[src/rtl/i_decode_pkg.sv]
// Shared decode constants for the MIPS ID stage.
// Opcodes, control-vector widths and WB/M/EX bit positions.
package i_decode_pkg;

  localparam int unsigned DW = 32;
  localparam int unsigned AW = 5;
  localparam int unsigned NREG = 32;

  localparam int unsigned WB_W = 2;
  localparam int unsigned M_W  = 3;
  localparam int unsigned EX_W = 4;

  localparam logic [5:0] OP_RTYPE = 6'b000000;
  localparam logic [5:0] OP_LW    = 6'b100011;
  localparam logic [5:0] OP_SW    = 6'b101011;
  localparam logic [5:0] OP_BEQ   = 6'b000100;

  // WB = {RegWrite, MemtoReg}
  localparam int unsigned WB_REGWRITE = 1;
  localparam int unsigned WB_MEMTOREG = 0;

  // M = {Branch, MemRead, MemWrite}
  localparam int unsigned M_BRANCH   = 2;
  localparam int unsigned M_MEMREAD  = 1;
  localparam int unsigned M_MEMWRITE = 0;

  // EX = {RegDst, ALUOp[1:0], ALUSrc}
  localparam int unsigned EX_REGDST = 3;
  localparam int unsigned EX_ALUOP1 = 2;
  localparam int unsigned EX_ALUOP0 = 1;
  localparam int unsigned EX_ALUSRC = 0;

  typedef struct packed {
    logic [WB_W-1:0] wb;
    logic [M_W-1:0]  m;
    logic [EX_W-1:0] ex;
  } ctrl_t;

endpackage

[src/rtl/i_decode_regfile.sv]
// 32x32 register file: 2 combinational read ports with write bypass,
// 1 write port; async active-high reset clears every entry (R0 included).
module i_decode_regfile
  import i_decode_pkg::*;
(
  input  logic          clk,
  input  logic          rst,
  input  logic          we,
  input  logic [AW-1:0] waddr,
  input  logic [DW-1:0] wdata,
  input  logic [AW-1:0] raddr1,
  input  logic [AW-1:0] raddr2,
  output logic [DW-1:0] rdata1,
  output logic [DW-1:0] rdata2
);

  logic [DW-1:0] mem [NREG];

  always_ff @(posedge clk or posedge rst) begin
    if (rst) begin
      for (int i = 0; i < NREG; i++) begin
        mem[i] <= '0;
      end
    end else if (we) begin
      mem[waddr] <= wdata;
    end
  end

  // Write-before-read: a same-cycle write is visible on the read ports.
  always_comb begin
    rdata1 = mem[raddr1];
    rdata2 = mem[raddr2];
    if (we && waddr == raddr1) rdata1 = wdata;
    if (we && waddr == raddr2) rdata2 = wdata;
  end

endmodule

[src/rtl/i_decode.sv]
// MIPS ID stage: control decode, register read, sign-extend, ID/EX latch.
// Inputs from IF/ID and MEM/WB; outputs are the registered ID/EX bundle.
module i_decode
  import i_decode_pkg::*;
(
  input  logic            clk,
  input  logic            rst,
  input  logic            RegWrite,
  input  logic [DW-1:0]   IF_ID_instr,
  input  logic [DW-1:0]   IF_ID_NPC,
  input  logic [AW-1:0]   MEM_WB_Writereg,
  input  logic [DW-1:0]   MEM_WB_Writedata,
  output logic [WB_W-1:0] WB,
  output logic [M_W-1:0]  M,
  output logic [EX_W-1:0] EX,
  output logic [DW-1:0]   NPC,
  output logic [DW-1:0]   rdata1out,
  output logic [DW-1:0]   rdata2out,
  output logic [DW-1:0]   IR,
  output logic [AW-1:0]   instrout_2016,
  output logic [AW-1:0]   instrout_1511
);

  logic [5:0]    opcode;
  logic [AW-1:0] rs;
  logic [AW-1:0] rt;
  logic [AW-1:0] rd;
  logic [DW-1:0] rdata1;
  logic [DW-1:0] rdata2;
  logic [DW-1:0] sext;
  ctrl_t         ctrl;

  assign opcode = IF_ID_instr[31:26];
  assign rs     = IF_ID_instr[25:21];
  assign rt     = IF_ID_instr[20:16];
  assign rd     = IF_ID_instr[15:11];
  assign sext   = {{16{IF_ID_instr[15]}}, IF_ID_instr[15:0]};

  i_decode_regfile u_regfile (
    .clk    (clk),
    .rst    (rst),
    .we     (RegWrite),
    .waddr  (MEM_WB_Writereg),
    .wdata  (MEM_WB_Writedata),
    .raddr1 (rs),
    .raddr2 (rt),
    .rdata1 (rdata1),
    .rdata2 (rdata2)
  );

  // Unknown opcodes decode to an all-zero bubble.
  always_comb begin
    ctrl = '0;
    unique case (1'b1)
      (opcode == OP_RTYPE): begin
        ctrl.wb[WB_REGWRITE] = 1'b1;
        ctrl.ex[EX_REGDST]   = 1'b1;
        ctrl.ex[EX_ALUOP1]   = 1'b1;
      end
      (opcode == OP_LW): begin
        ctrl.wb[WB_REGWRITE] = 1'b1;
        ctrl.wb[WB_MEMTOREG] = 1'b1;
        ctrl.m[M_MEMREAD]    = 1'b1;
        ctrl.ex[EX_ALUSRC]   = 1'b1;
      end
      (opcode == OP_SW): begin
        ctrl.m[M_MEMWRITE]   = 1'b1;
        ctrl.ex[EX_ALUSRC]   = 1'b1;
      end
      (opcode == OP_BEQ): begin
        ctrl.m[M_BRANCH]     = 1'b1;
        ctrl.ex[EX_ALUOP0]   = 1'b1;
      end
      default: ctrl = '0;
    endcase
  end

  always_ff @(posedge clk or posedge rst) begin
    if (rst) begin
      WB            <= '0;
      M             <= '0;
      EX            <= '0;
      NPC           <= '0;
      rdata1out     <= '0;
      rdata2out     <= '0;
      IR            <= '0;
      instrout_2016 <= '0;
      instrout_1511 <= '0;
    end else begin
      WB            <= ctrl.wb;
      M             <= ctrl.m;
      EX            <= ctrl.ex;
      NPC           <= IF_ID_NPC;
      rdata1out     <= rdata1;
      rdata2out     <= rdata2;
      IR            <= sext;
      instrout_2016 <= rt;
      instrout_1511 <= rd;
    end
  end

endmodule

[config.mk]
export PLATFORM = sky130hd
export DESIGN_NAME = i_decode
export DESIGN_NICKNAME = d
export VERILOG_FILES = /design/src/rtl/i_decode_pkg.sv /design/src/rtl/i_decode_regfile.sv /design/src/rtl/i_decode.sv
export SDC_FILE = /design/constraint.sdc
export NUM_CORES = 2
export LEC_CHECK = 0
export BUFFER_PORTS_ARGS = -buffer_cell sky130_fd_sc_hd__buf_2
export CELL_PAD_IN_SITES_DETAIL_PLACEMENT = 1
export CELL_PAD_IN_SITES_GLOBAL_PLACEMENT = 1
export CORE_UTILIZATION = 25
export CTS_BUF_LIST = sky130_fd_sc_hd__clkbuf_8 sky130_fd_sc_hd__clkbuf_16
export DETAILED_ROUTE_END_ITERATION = 8
export PLACE_DENSITY = 0.44
export SLEW_MARGIN = 20
export SYNTH_ARGS = -nofsm -noshare
export SYNTH_HDL_FRONTEND = slang
export SYNTH_SLANG_ARGS = --single-unit
[constraint.sdc]
create_clock -name clk -period 51.4 [get_ports clk]
set_input_delay 5.14 -clock clk [delete_from_list [all_inputs] [get_ports clk]]
set_output_delay 5.14 -clock clk [all_outputs]
set_load 0.02 [all_outputs]
==> metrics.txt <==
R2R Setup Slk just under 50 ns; WHS Path Cells 1; R2R Path Start u_regfile.mem[73]; Core Footprint about 240,000 µm²; arrival time at the worst endpoint between 9 and 10 ns; worst relative slew slack between 20 and 25%; clock group share of total power between 30% and 40%; worst flop-to-flop path endpoint rdata1out[9]; placed instance area between 60,000 and 70,000 µm²; die area 243,000 µm²; ranking of synthesized cells by area dfrtp_1 48%, mux2i_1 17%, mux2_2 17%; Setup violations, final 0; initial antenna violation count 14; # DRC 0; gpl congestion 0.717; Primary FF master, synth dfrtp_1; Synth Net Count 4,707; Worst Hold Launch u_regfile.mem[55]; Layout Nets between 4,000 and 5,000; Critical Path Slowest Stage Cell buf_4; Starting Density approximately 25%; IO buf count 250; switching part of the total around 30%; CP Class in -> reg; post-layout instance area approximately 69,000 µm²; clock-pin slew on the worst setup and hold paths roughly 0.060 ns; Final Instance Count excl. Fillers 7,899; maxcap violations 0; Mapped Area ~60,000 µm²; register area 28,700 µm²; Flop pwr share 43.4%; CTS max path bufs 3; Startpoint Class input pin; Hold-fix buffers, CTS 0; P_int between 1.5 and 2 mW; CTS tree yes; Wirelength per Cell 30.2 µm; Max Slew Vio Count 0; largest net degree at the start of global routing around 140; CP required approximately 52 ns; ANT nets after route 0; Seq/Total Area, Yosys 47.6%; area growth from synthesis to layout 14.3%; num ports approximately 250; yosys warns 0; violation count after the first detailed-route iteration about 2,300; clock sinks approximately 1,100; clk_lat worst skew 0.80 ns; Horiz. Die Dim around 500 µm; area leader, netlist dfrtp_1; Slew @ Worst Pin about 1.2 ns; vias in the first global route ~44,000; Comb power frac approximately 18%; global route overflow 0; first-pass GRT wire length 344,000 µm; worst r2r path cells 5; vias per inst 5.14; crit path time final 8.60 ns; critical path, cell by cell buf_8 -> buf_12 -> buf_4 -> buf_4 -> mux2i_1 -> a22o_1 -> a221oi_1 -> o22ai_1 -> o41ai_2; hold endpoint u_regfile.mem[55]; synthesized area per cell about 13 µm²; Fmax achieved roughly 120 MHz; Fin Clk Skew ~0.021 ns; Vias between 40,000 and 50,000; Die Height between 400 and 500 µm; layout cells sized above 1 about 34%; FILL cells approximately 26,000; Cell Pwr Density between 40 and 50 nW/µm²; final period utilization ~17%; number of distinct library cells after synthesis 38; Num CTS Buffers 153; post-cts resize count 0; final hold violation count 0; Post-synth EDFFs 0; Worst Setup End Kind flip-flop; gr usage total roughly 20%; Peak VDD IR about 25 µV; placed insts roughly 7,600; status completed; RSZ-0062 raised after global routing false; worst min path class reg -> reg; num rows 179; post-route setup TNS 0 ns; Worst path max stage delay between 0.8 and 0.9 ns; Static Leak roughly 32 nW; CP max FO ~110; commonest cells in the synthesized netlist 1,147 x dfrtp_1, 1,024 x mux2i_1, 889 x mux2_2; clock root buffer clkbuf_16; cell mode on critical path buf_4; # Post-CTS Setup Buffers 0; routed wire length roughly 240,000 µm; area of the multi-input gates 29,200 µm²; drt pass-1 iters 5; Async SR Flop Fraction 100%; Mapped Cells around 4,600; Clock H-tree levels 4; total power about 2.8 mW; most frequent cell after synthesis dfrtp_1; half-perimeter wire length after placement 130,000 µm; Seq cells post-synth 1,147; Switching Power 0.809 mW; Synth top area share between 40% and 50%
per-stage QoR:
stage / util (%) / setup WS, ns / hold slack (ns)
after global placement: 26.8 / 42.06 / 0.489
after CTS: 28.8 / 42.86 / 0.514
after floorplan: - / 13.96 / 0.479
final: 28.9 / 42.80 / 0.510
after global routing: 28.9 / 42.47 / 0.528
after detailed placement: 26.8 / 41.99 / 0.502
cell families (layout without fill, tap and decap cells):
group                  count (synthesis)  count (layout)  synth area share, %
AND/OR/NAND/NOR                      141             141                 1.07
buffers and inverters                489             612                 4.55
AO/OA/AOI/OAI                        768             768                 10.5
multiplexers                        2048            2048                 36.1
other                                  0               6                    0
flip-flops                          1147            1147                 47.6
XOR/XNOR                              10              10                0.145
cell usage in the layout, fill, tap and decap left out, types with 3 or more instances in the layout:
cell type   synthesis  final
dfrtp_1          1147   1147
or2_2               4      3
nor2_1             17      3
buf_4              55     88
a21oi_1           128    128
clkbuf_8            0     30
clkinvlp_4          0      3
xor2_1              8      8
a221oi_1          118    118
diode_2             0      6
nor3b_1             5      3
nor2b_4             0      4
clkbuf_16           0    161
inv_1               2     43
buf_2              85    248
o22ai_1            64     64
nand2_4             0     18
nand2b_4            0      4
mux2i_1          1024   1024
bufinv_16           0      6
nor2_4              0     18
a22oi_1           256    256
nand2_1            83     65
buf_12              0      9
nand3b_1            4      4
mux2_2            889    889
mux2_1            135    135
a22o_1            128    128
clkinv_2            0     20
o41ai_2            64     64
a221oi_2           10     10
flip-flops by register name, summed over array words and instances (netlist names):
signal / count
u_regfile.mem: 1024
instrout_1511: 4
NPC: 32
IR: 12
rdata2out: 32
rdata1out: 32
WB: 1
M: 2
EX: 3
instrout_2016: 5
power by group through the flow:
stage          Sequential, mW  Combinational, mW  Clock (mW)
6_report                 1.20              0.502        1.06
5_1_grt                  1.22              0.548        1.13
4_1_cts                  1.20              0.509        1.10
3_5_place_dp             1.21              0.508           0
3_3_place_gp             1.21              0.498           0
2_1_floorplan            1.19              0.375           0
worst max-delay path: cells and delay by family:
kind | cells | cell delay [ns]
compound gates | 4 | 0.97
buf+inv | 4 | 2.68
mux | 1 | 0.17
area by class of cell:
cell class / count / area share, %
inverter: 2 / 0.0218
antenna: 6 / 0.0218
timing repair buffer: 347 / 3.07
sequential: 1147 / 41.7
multi-input combinational: 2967 / 42.3
clock inverter: 72 / 0.681
clock buffer: 191 / 6.45
tap: 3167 / 5.75
layer usage:
layer	global-route usage (%)	wire length, µm	vias up
li1	-	-	17400
met1	27.3	114000	22000
met2	31.1	110000	814
met3	2.58	7610	348
met4	6.11	7550	4
met5	0	26	-
how the worst max path moves through the flow:
stage | startpoint | end | slack (ns) | cells past startpoint
CTS | rst | u_regfile.mem[219] | 42.86 | 6
finish | IF_ID_instr[21] | rdata1out[20] | 42.80 | 9
detailed placement | IF_ID_instr[21] | rdata1out[20] | 41.99 | 9
floorplan | rst | EX[0] | 13.96 | 1
global placement | rst | IR[7] | 42.06 | 6
global route | rst | IR[5] | 42.47 | 6
(Power assumes the default switching activity.)
